`src/rtl/bch_syndrome_stream_if.sv`:
```
// Stream interface for the BCH syndrome front-end.
// master: codeword source (drives start/config and the bit beats, observes results).
// slave : syndrome engine (accepts beats, returns in_ready, busy, done, flags, syndromes).
interface bch_syndrome_stream_if #(
  parameter int P     = 8,
  parameter int T_MAX = 4,
  parameter int M_MAX = 10
);
  logic                     start;
  logic [9:0]               n;
  logic [3:0]               t;
  logic [3:0]               m;
  logic                     in_valid;
  logic                     in_ready;
  logic [P-1:0]             in_bits;
  logic                     busy;
  logic                     done;
  logic                     cfg_err;
  logic                     syn_zero;
  logic [2*T_MAX*M_MAX-1:0] syndromes;

  modport master (
    output start, n, t, m, in_valid, in_bits,
    input  in_ready, busy, done, cfg_err, syn_zero, syndromes
  );

  modport slave (
    input  start, n, t, m, in_valid, in_bits,
    output in_ready, busy, done, cfg_err, syn_zero, syndromes
  );
endinterface

```
`src/rtl/bch_syndrome_stream.sv`:
```
// Streaming BCH syndrome engine: S_1..S_2t over GF(2^m), m in {6,8,10} chosen per codeword.
// Ports: clk, rst (async active-high), bus (slave side of bch_syndrome_stream_if:
//   start/n/t/m config, in_valid/in_ready/in_bits beats, busy/done/cfg_err/syn_zero/syndromes).
module bch_syndrome_stream #(
  parameter int N_MAX = 1023,
  parameter int T_MAX = 4,
  parameter int M_MAX = 10,
  parameter int P     = 8
) (
  input logic                  clk,
  input logic                  rst,
  bch_syndrome_stream_if.slave bus
);

  localparam int         NS  = 2 * T_MAX;
  localparam logic [9:0] P_N = 10'(P);

  typedef enum logic [1:0] {IDLE, LOAD, FIN} state_t;

  state_t           state;
  state_t           state_nxt;
  logic             start_q;
  logic [3:0]       t_r;
  logic [3:0]       m_r;
  logic [9:0]       remaining;
  logic             cfg_err_r;
  logic             res_vld;
  logic [M_MAX-1:0] syn     [1:NS];
  logic [M_MAX-1:0] syn_nxt [1:NS];

  logic       start_go;
  logic       cfg_bad;
  logic       beat;
  logic       last_beat;
  logic [9:0] k;
  int         nlim;

  // Multiply a field element by alpha: shift up one and fold the overflow bit
  // back through the primitive polynomial of the selected field.
  function automatic logic [M_MAX-1:0] mul_alpha(input logic [M_MAX-1:0] x,
                                                 input logic [3:0]       mm);
    logic [M_MAX-1:0] sh;
    logic [M_MAX-1:0] r;
    sh = {x[M_MAX-2:0], 1'b0};
    r  = '0;
    case (mm)
      4'd6:    r = (sh & M_MAX'(10'h03f)) ^ (x[5] ? M_MAX'(10'h003) : '0);
      4'd8:    r = (sh & M_MAX'(10'h0ff)) ^ (x[7] ? M_MAX'(10'h01d) : '0);
      4'd10:   r = (sh & M_MAX'(10'h3ff)) ^ (x[9] ? M_MAX'(10'h009) : '0);
      default: r = '0;
    endcase
    return r;
  endfunction

  // x * alpha^j as j repeated single-step multiplications (j <= 2*T_MAX).
  function automatic logic [M_MAX-1:0] mul_alpha_pow(input logic [M_MAX-1:0] x,
                                                     input int               j,
                                                     input logic [3:0]       mm);
    logic [M_MAX-1:0] r;
    r = x;
    for (int i = 0; i < NS; i++) begin
      if (i < j) r = mul_alpha(r, mm);
    end
    return r;
  endfunction

  // Configuration legality, evaluated on the live inputs at start.
  always_comb begin
    cfg_bad = 1'b0;
    nlim    = 0;
    case (bus.m)
      4'd6:    nlim = 63;
      4'd8:    nlim = 255;
      4'd10:   nlim = 1023;
      default: cfg_bad = 1'b1;
    endcase
    if (bus.t == 4'd0 || int'(bus.t) > T_MAX || bus.n == 10'd0 ||
        int'(bus.n) > nlim || int'(bus.n) > N_MAX)
      cfg_bad = 1'b1;
  end

  // Only a rising edge of start is honoured, so a held start launches one
  // codeword. start_q resets high so a start present at reset release is ignored.
  assign start_go  = (state == IDLE) && bus.start && !start_q;
  assign k         = (remaining < P_N) ? remaining : P_N;
  assign beat      = (state == LOAD) && bus.in_valid;
  assign last_beat = beat && (remaining == k);

  always_ff @(posedge clk or posedge rst) begin
    if (rst) state <= IDLE;
    else     state <= state_nxt;
  end

  always_comb begin
    state_nxt    = state;
    bus.in_ready = 1'b0;
    bus.busy     = 1'b0;
    bus.done     = 1'b0;
    case (state)
      IDLE: begin
        if (start_go) state_nxt = cfg_bad ? FIN : LOAD;
      end
      LOAD: begin
        bus.in_ready = 1'b1;
        bus.busy     = 1'b1;
        if (last_beat) state_nxt = FIN;
      end
      FIN: begin
        bus.done  = 1'b1;
        state_nxt = IDLE;
      end
      default: state_nxt = IDLE;
    endcase
  end

  // Horner step per used lane: S_j = S_j*alpha^j + bit. Lane 0 carries the
  // highest remaining index, so lanes are folded in ascending order. Syndromes
  // above 2t are never touched and stay at their cleared value of zero.
  always_comb begin
    logic [M_MAX-1:0] acc;
    acc = '0;
    for (int j = 1; j <= NS; j++) begin
      acc = syn[j];
      if (j <= 2 * int'(t_r)) begin
        for (int l = 0; l < P; l++) begin
          if (l < int'(k))
            acc = mul_alpha_pow(acc, j, m_r) ^ {{(M_MAX-1){1'b0}}, bus.in_bits[l]};
        end
      end
      syn_nxt[j] = acc;
    end
  end

  always_ff @(posedge clk or posedge rst) begin
    if (rst) begin
      start_q   <= 1'b1;
      t_r       <= '0;
      m_r       <= '0;
      remaining <= '0;
      cfg_err_r <= 1'b0;
      res_vld   <= 1'b0;
      for (int j = 1; j <= NS; j++) syn[j] <= '0;
    end else begin
      start_q <= bus.start;
      if (start_go) begin
        t_r       <= bus.t;
        m_r       <= bus.m;
        remaining <= bus.n;
        cfg_err_r <= cfg_bad;
        // An illegal config goes straight to FIN, so its result is valid now.
        res_vld   <= cfg_bad;
        for (int j = 1; j <= NS; j++) syn[j] <= '0;
      end else if (beat) begin
        remaining <= remaining - k;
        for (int j = 1; j <= NS; j++) syn[j] <= syn_nxt[j];
        if (last_beat) res_vld <= 1'b1;
      end
    end
  end

  always_comb begin
    bus.syndromes = '0;
    for (int j = 1; j <= NS; j++) bus.syndromes[(j-1)*M_MAX +: M_MAX] = syn[j];
  end

  // Result flags hold from FIN until the next start clears res_vld.
  assign bus.cfg_err  = cfg_err_r;
  assign bus.syn_zero = res_vld && !cfg_err_r && (bus.syndromes == '0);

endmodule
```
`src/flat_wrapper.sv`:
```
// flat-port wrapper written by rule: the top's interface ports become plain ports
module bch_syndrome_stream_flat 
#(
  parameter int N_MAX = 1023,
  parameter int T_MAX = 4,
  parameter int M_MAX = 10,
  parameter int P     = 8
)
  (clk, rst, bus_start, bus_n, bus_t, bus_m, bus_in_valid, bus_in_bits, bus_in_ready, bus_busy, bus_done, bus_cfg_err, bus_syn_zero, bus_syndromes);
  bch_syndrome_stream_if #(.P(P), .T_MAX(T_MAX), .M_MAX(M_MAX)) bus_i ();
  input logic clk;
  input logic rst;
  input wire logic [$bits(bus_i.start)-1:0] bus_start;
  input wire logic [$bits(bus_i.n)-1:0] bus_n;
  input wire logic [$bits(bus_i.t)-1:0] bus_t;
  input wire logic [$bits(bus_i.m)-1:0] bus_m;
  input wire logic [$bits(bus_i.in_valid)-1:0] bus_in_valid;
  input wire logic [$bits(bus_i.in_bits)-1:0] bus_in_bits;
  output wire logic [$bits(bus_i.in_ready)-1:0] bus_in_ready;
  output wire logic [$bits(bus_i.busy)-1:0] bus_busy;
  output wire logic [$bits(bus_i.done)-1:0] bus_done;
  output wire logic [$bits(bus_i.cfg_err)-1:0] bus_cfg_err;
  output wire logic [$bits(bus_i.syn_zero)-1:0] bus_syn_zero;
  output wire logic [$bits(bus_i.syndromes)-1:0] bus_syndromes;
  assign bus_i.start = bus_start;
  assign bus_i.n = bus_n;
  assign bus_i.t = bus_t;
  assign bus_i.m = bus_m;
  assign bus_i.in_valid = bus_in_valid;
  assign bus_i.in_bits = bus_in_bits;
  assign bus_in_ready = bus_i.in_ready;
  assign bus_busy = bus_i.busy;
  assign bus_done = bus_i.done;
  assign bus_cfg_err = bus_i.cfg_err;
  assign bus_syn_zero = bus_i.syn_zero;
  assign bus_syndromes = bus_i.syndromes;
  bch_syndrome_stream #(.N_MAX(N_MAX), .T_MAX(T_MAX), .M_MAX(M_MAX), .P(P)) u_core (.clk(clk), .rst(rst), .bus(bus_i));
endmodule
```
`config.mk`:
```
export PLATFORM = sky130hd
export DESIGN_NAME = bch_syndrome_stream_flat
export DESIGN_NICKNAME = d
export VERILOG_FILES = /design/src/rtl/bch_syndrome_stream_if.sv /design/src/rtl/bch_syndrome_stream.sv /design/src/flat_wrapper.sv
export SDC_FILE = /design/constraint.sdc
export NUM_CORES = 2
export LEC_CHECK = 0
export BUFFER_PORTS_ARGS = -buffer_cell sky130_fd_sc_hd__buf_2
export CORE_UTILIZATION = 26
export CTS_BUF_LIST = sky130_fd_sc_hd__clkbuf_4 sky130_fd_sc_hd__clkbuf_8 sky130_fd_sc_hd__clkbuf_16
export DETAILED_ROUTE_END_ITERATION = 8
export GPL_TIMING_DRIVEN = 0
export SLEW_MARGIN = 20
export SYNTH_ARGS = -nofsm -noshare
export SYNTH_HDL_FRONTEND = slang
export SYNTH_SLANG_ARGS = --single-unit
```
`constraint.sdc`:
```
create_clock -name clk -period 32.2 [get_ports clk]
set_input_delay 1.61 -clock clk [delete_from_list [all_inputs] [get_ports clk]]
set_output_delay 1.61 -clock clk [all_outputs]
set_load 0.01 [all_outputs]
```
# Word-level counts from Yosys, hierarchy flattened
# Index checks and enable logic that the tools add are counted.
# Widths: inputs -> output; s select.
dict set report word_totals {
  ff_bits 103
  in_bits 30
  output_inout_bits 85
  wordCells 2883
}
dict set report op_classes {
  add_sub_neg 1
  order_cmp 19
  eq_ne 11
  mux 1873
  bitwise 928
  n_reduce_logical 36
}
# cell n
set ops {}
lappend ops {{$pmux 10 s3} 289}
lappend ops {{$mux 10} 707}
lappend ops {{$xor 10x10->10} 288}
lappend ops {{$xor 6x10->10} 288}
lappend ops {{$xor 8x10->10} 288}
lappend ops {{$mux 5} 288}
lappend ops {{$mux 4} 288}
lappend ops {{$xor 10x1->10} 64}
lappend ops {{$mux 2} 291}
lappend ops {{$mux 80} 2}
lappend ops {{$logic_not 80->1} 1}
lappend ops {{$lt 3x10->1 const A} 4}
lappend ops {{$le 3x5->1 const A} 4}
lappend ops {{$lt 1x10->1 const A} 2}
lappend ops {{$lt 2x10->1 const A} 2}
lappend ops {{$reduce_and 2->1} 10}
lappend ops {{$reduce_bool 2->1} 10}
lappend ops {{$eq 4x4->1 const B} 4}
lappend ops {{$eq 10x10->1} 1}
lappend ops {{$gt 10x10->1} 1}
lappend ops {{$le 2x5->1 const A} 2}
lappend ops {{$logic_not 10->1} 1}
lappend ops {{$lt 10x4->1 const B} 1}
lappend ops {{$sub 10x10->10} 1}
lappend ops {{15 further kinds} 31}

# Logic depth before layout (Yosys ltp)
dict set report depth {
  depth_word 346
  depth_mapped 63
  depth_no_buf 51
}

# Worst setup path before layout
# Ideal clock, no wire load.
dict set report synth_path {
  kind {input to register}
  start {input bus_in_bits[0]}
  end {register u_core.syn, in the netlist u_core.bus.syndromes[73]}
  setup_time_ps 94
  t_arrival_ps 12240
  required_ps 32106
  path_slack_ps 19867
  cell_stages 51
  path_buffers 3
  cell_sequence {buf_1 > nand2_1 > nor3_1 > mux2i_1 > and3_1 > clkbuf_2 > mux2_2 > nor3b_1 > nor2_1 > xnor2_1 > xnor2_1 > a21o_1 > mux2_4 > mux2_4 > a221oi_2 > mux2i_2 > mux2i_4 > o21ai_1 > (+15 left out) > mux2i_1 > xor2_1 > o21ai_2 > xnor2_1 > mux2i_1 > o22ai_2 > mux2i_1 > o21a_1 > clkbuf_1 > o21ai_0 > and4_1 > nor3_1 > xnor2_1 > nand2_1 > xor2_1 > o211ai_1 > o31ai_2 > a221oi_2}
}
dict set report synth_via {
  elab_chain_len 263
  word_cells_on_any_way 491
  classes_between {mux (315); bitwise (176)}
}
# item line_no
set synth_lines {}
lappend synth_lines {{start, declared} flat_wrapper.sv:18} ;# input wire logic [$bits(bus_i.in_bits)-1:0] bus_in_bits;
lappend synth_lines {{$xor 10x1->10 *} bch_syndrome_stream.sv:127} ;# acc = mul_alpha_pow(acc, j, m_r) ^ {{(M_MAX-1){1'b0}}, bus.in_bits[l]};
lappend synth_lines {{$mux 10 *} bch_syndrome_stream.sv:126} ;# if (l < int'(k))
lappend synth_lines {{$mux 10 *} bch_syndrome_stream.sv:124} ;# if (j <= 2 * int'(t_r)) begin
lappend synth_lines {{$xor 10x10->10, or another cell as far along} bch_syndrome_stream.sv:49} ;# 4'd10: r = (sh & M_MAX'(10'h3ff)) ^ (x[9] ? M_MAX'(10'h009) : '0);
lappend synth_lines {{$pmux 10 s3} bch_syndrome_stream.sv:46} ;# case (mm)
lappend synth_lines {{$mux 10} bch_syndrome_stream.sv:126}
lappend synth_lines {{$mux 10} bch_syndrome_stream.sv:124}
lappend synth_lines {{$xor 10x10->10, or another cell as far along} bch_syndrome_stream.sv:49}
lappend synth_lines {{(+247 left out)} --}
lappend synth_lines {{$pmux 10 s3} bch_syndrome_stream.sv:46}
lappend synth_lines {{$mux 10} bch_syndrome_stream.sv:126}
lappend synth_lines {{$mux 10} bch_syndrome_stream.sv:124}
lappend synth_lines {{$xor 10x1->10} bch_syndrome_stream.sv:127}
lappend synth_lines {{$mux 10 *} bch_syndrome_stream.sv:126}
lappend synth_lines {{$mux 10 *} bch_syndrome_stream.sv:124}
lappend synth_lines {{$mux 80 *} bch_syndrome_stream.sv:153} ;# end else if (beat) begin
lappend synth_lines {{$mux 80 *} bch_syndrome_stream.sv:145} ;# if (start_go) begin
lappend synth_lines {{end, declared} bch_syndrome_stream.sv:28} ;# logic [M_MAX-1:0] syn [1:NS];
# Every way passes the cells marked *; elsewhere a longest branch is shown, timed or not. The select of a mux whose other input is x is not followed.
# A chain may end at the register's enable or synchronous reset.

# Final worst setup path
dict set report layout_path {
  start {register u_core.m_r[0]}
  end {register u_core.syn, in the netlist u_core.bus.syndromes[54]}
}
dict set report layout_via {
  elab_chain_len 230
  word_cells_on_any_way 446
  classes_between {eq/ne (3); mux (294); bitwise (149)}
}
# item line_no
set layout_lines {}
lappend layout_lines {{start, declared} bch_syndrome_stream.sv:24} ;# logic [3:0] m_r;
lappend layout_lines {{start signal, assigned} bch_syndrome_stream.sv:147} ;# m_r <= bus.m;
lappend layout_lines {{$eq 4x4->1 / $eq 4x3->1 (equally long branches)} bch_syndrome_stream.sv:46}
lappend layout_lines {{$pmux 10 s3} bch_syndrome_stream.sv:46}
lappend layout_lines {{$mux 10} bch_syndrome_stream.sv:126}
lappend layout_lines {{$mux 10} bch_syndrome_stream.sv:124}
lappend layout_lines {{$mux 5, or another cell as far along} bch_syndrome_stream.sv:48} ;# 4'd8: r = (sh & M_MAX'(10'h0ff)) ^ (x[7] ? M_MAX'(10'h01d) : '0);
lappend layout_lines {{$xor 8x10->10, or another cell as far along} bch_syndrome_stream.sv:48}
lappend layout_lines {{$pmux 10 s3 / $mux 10 (equally long branches)} {bch_syndrome_stream.sv:46, bch_syndrome_stream.sv:126}}
lappend layout_lines {{$mux 10, on equally long branches} {bch_syndrome_stream.sv:126, bch_syndrome_stream.sv:124}}
lappend layout_lines {{(+214 left out)} --}
lappend layout_lines {{$pmux 10 s3} bch_syndrome_stream.sv:46}
lappend layout_lines {{$mux 10} bch_syndrome_stream.sv:126}
lappend layout_lines {{$mux 10} bch_syndrome_stream.sv:124}
lappend layout_lines {{$xor 10x1->10} bch_syndrome_stream.sv:127}
lappend layout_lines {{$mux 10 *} bch_syndrome_stream.sv:126}
lappend layout_lines {{$mux 10 *} bch_syndrome_stream.sv:124}
lappend layout_lines {{$mux 80 *} bch_syndrome_stream.sv:153}
lappend layout_lines {{$mux 80 *} bch_syndrome_stream.sv:145}
# Marked as above.

==> results.txt <==
----------------------------------------------------
[Run]
  Reported max-cap violation count ... 0

[Clock tree]
  H-tree levels ... 3
  Number of buffers created by CTS ... 9
  Buffer levels on the longest clock path ... 2
  Clock tree from TritonCTS ... built
  Post-CTS Hold Buffers ... 0
  Cells resized by post-CTS repair ... 0
  CTS sink cnt ... 103
  CTS root buf ... sky130_fd_sc_hd__clkbuf_16
  Post CTS Setup Buffer Count ... 0
  CTS clock-pin slew for the worst setup and hold paths ... 0.08 ns
  Worst-Skew Late Latency ... 0.36 ns

[Synth]
  Synthesized cell area ... 44900 sq um
  Synthesized area per cell ... 6.43 sq um
  Biggest area contributors in the synthesized netlist ... sky130_fd_sc_hd__xnor2_1 (8.6%), sky130_fd_sc_hd__nand2_1 (7.2%), sky130_fd_sc_hd__a21oi_1 (6.8%)
  Yosys warnings ... 0
  Synth Instances ... 6984
  Number of unique standard cell types used by synthesis ... 149
  Number of nets produced by synthesis ... 7025
  #FFs+latches synth ... 103
  Cell type with the largest total area after synthesis ... sky130_fd_sc_hd__xnor2_1
  Sequential fraction of the synthesis area ... 5.74%
  Most common flop cell mapped by yosys ... sky130_fd_sc_hd__dfrtp_1
  Post-synth EDFFs ... 0
  Area share of the largest cell type after synthesis ... 8.62%
  Share of synthesized registers carrying an async set or reset ... 100%

[Detailed routing]
  Detail Route Antenna Nets ... 0
  Vias per Instance ... 6.64
  Aggregate routed wire length ... 301000 um
  Number of vias in the routed layout ... 62.6k
  1st-iter DRT viols ... 10.6k
  DR WL/cell ... 31.9 um
  TritonRoute pass-1 iters ... 9
  Residual DRC count ... 0

[Layout]
  Layout cells sized above 1 ... 8.73%
  Fill cell total of the finished layout ... 19.4k
  Layout Cells excl Fill ... 9437
  Count of nets after finishing ... 7159
  P&R area growth vs syn ... 9.01%
  Final Core Density ... 28.6%

[STA]
  Final-layout setup total negative slack ... 0 ns
  Post-layout min period ... 22.87 ns
  RSZ-0062 raised after global routing ... false
  Worst hold margin ... 0.535 ns
  Max-slew violations ... 0
  Setup violators final ... 0
  Max Freq ... 43.7 MHz
  Worst clock skew ... 0.0139 ns
  Relative slew margins ... 11.1%
  Final worst-path setup slack ... 9.33 ns
  Fin. Hold Viols ... 0
  Slew at the pin closest to its max-slew limit ... 1.32 ns
  Final period utilization ... 71.0%

[Die]
  DIE WIDTH ... 418 um
  Height of the die ... 418 um
  Area inside the core boundary ... 172000 sq um
  Std-Cell Rows ... 152
  Initial Util ... 26.2%
  Die area ... 174000 sq um
  Top-level I/O count ... 115

[Worst setup path]
  Crit start category ... flop
  Buf+Inv Stages, Crit Path ... 39
  Cell type of the slowest stage on the worst timing path ... sky130_fd_sc_hd__buf_1
  Worst Path Required ... 32.42 ns
  Stage delay of the slowest cell on the critical path ... 0.87 ns
  Data arrival, critical path ... 23.09 ns
  Library cell appearing most often on the critical path ... sky130_fd_sc_hd__buf_1
  Worst Path Max Fanout ... 10
  Delay-heaviest family, CP ... buffers and inverters
  Path type of the worst setup path ... reg -> reg
  Kind of capture point of the worst setup path ... flop

[Worst hold path]
  Hold Path Class ... reg -> reg

[Placed design]
  Count of input and output buffers ... 109
  Final HPWL from detailed placement ... 235000 um
  Number of placed cells counting well taps ... 9415
  Routability congestion estimate ... 1.05
  Pre-CTS setup slack ... 11.05 ns

[Global routing]
  Grt ovf ... 0
  Total routing usage reported by global routing ... 32.4%
  Largest net degree at the start of global routing ... 70
  Number of antenna violations at the first check in global routing ... 9
  Met3 Track Usage GR ... 6.93%
  Vias in the first global route ... 56.4k
  Global-route wire length before repair ... 421000 um
  GRT busiest layer ... met2
  Met2 routing resource usage after global routing ... 48.6%
  Met1 layer usage reported by global route ... 41.4%

[Pwr]
  Power per cell area ... 22.7 nW/um^2
  Lkg Pwr ... 16.5 nW
  Worst supply voltage drop on vdd ... 25.8 uV

[Run status]
  Run status ... complete, no violations

----------------------------------------------------
## Yosys cell counts (all sizes together), types with 128 or more instances
cell    number
nand2      858
nor2       744
a21oi      630
o21ai      622
xnor2      444
clkbuf     380
xor2       275
buf        249
mux2i      226
o22ai      180
nand3      165
nor3       159
a22oi      134
a211oi     128
## worst paths after layout
path	from	to	slack (ns)	depth (start not counted)
setup reg to reg	u_core.m_r[0]	u_core.bus.syndromes[54]	9.33	44
max in group asynchronous	rst	u_core.bus.syndromes[0]	30.30	3
hold reg to reg	u_core.remaining[9]	u_core.remaining[9]	0.54	1
min in group asynchronous	rst	u_core.m_r[2]	1.22	2
hold / removal	u_core.remaining[9]	u_core.remaining[9]	0.54	1
setup / recovery	u_core.m_r[0]	u_core.bus.syndromes[54]	9.33	44
## worst register-to-register path, delay by kind of cell, from the launching register on
kind                   cells  cell delay (ns)
AOI/OAI and AO/OA          3             1.10
DFF                        1             0.40
buffers and inverters     39            20.42
and+or+nand+nor            2             0.78
## layer usage
metal	up-vias	wire length, um
met1	30200	114000
li1	26200	-
met5	-	41
met3	1167	37100
met4	6	25000
met2	5092	125000
## where the power goes
group / leakage [nW] / internal (mW) / total, mW / switching (mW)
Clock: 0.147 / 0.0577 / 0.110 / 0.0521
Sequential: 1.39 / 0.135 / 0.144 / 0.00905
Combinational: 15.0 / 0.207 / 0.860 / 0.653
## cells by family after synthesis
| family | after synthesis | share of synthesized area (%) |
|---|---|---|
| other cells | 1 | 0.00835 |
| compound gates | 2673 | 40.3 |
| mux | 282 | 6.88 |
| buf+inv | 689 | 6.44 |
| simple gates | 2499 | 25.9 |
| xor+xnor | 726 | 14.4 |
| fa+ha+maj | 11 | 0.306 |
| flops | 103 | 5.74 |
## placed cells by master (no fill, tap or decap), drive strengths merged, types with 66 or more instances in the layout
cell,instances
a31oi,94
mux2i,226
o21ai,622
nand2,858
a211oi,128
clkbuf,394
dfrtp,102
xnor2,444
and2,91
xor2,275
o22ai,180
nand3,165
nor2,744
o211ai,117
nor3,159
nand2b,74
a221oi,73
buf,370
a22oi,134
a21o,66
a21oi,630
## state kept, by name, summed over array words and instances, names as in the netlist
| signal | cells |
|---|---|
| u_core.m_r | 4 |
| u_core.res_vld | 1 |
| u_core.t_r | 4 |
| u_core.remaining | 10 |
| u_core.start_q | 1 |
| u_core.state | 2 |
| u_core.bus.cfg_err | 1 |
| u_core.bus.syndromes | 80 |
## stage by stage
stage	power, mW	instance area [sq um]
global placement	0.940	48400
finish	1.11	49000
floorplan	0.613	44900
detailed placement	0.948	48600
CTS	1.06	48900
global route	1.13	49000
## final cells by class
cell class / count / area (sq um) / area share, %
repair buffers: 123 / 709 / 1.45
clock buffers: 12 / 254 / 0.519
inverters: 60 / 230 / 0.470
multi-input cells: 6192 / 39600 / 80.8
diodes: 4 / 10.0 / 0.0204
flip-flops and latches: 103 / 2580 / 5.26
plain buffers: 629 / 2680 / 5.47
well taps: 2310 / 2890 / 5.90
clock inverters: 4 / 37.5 / 0.0766
No activity file was read; power rests on OpenSTA's default activity.
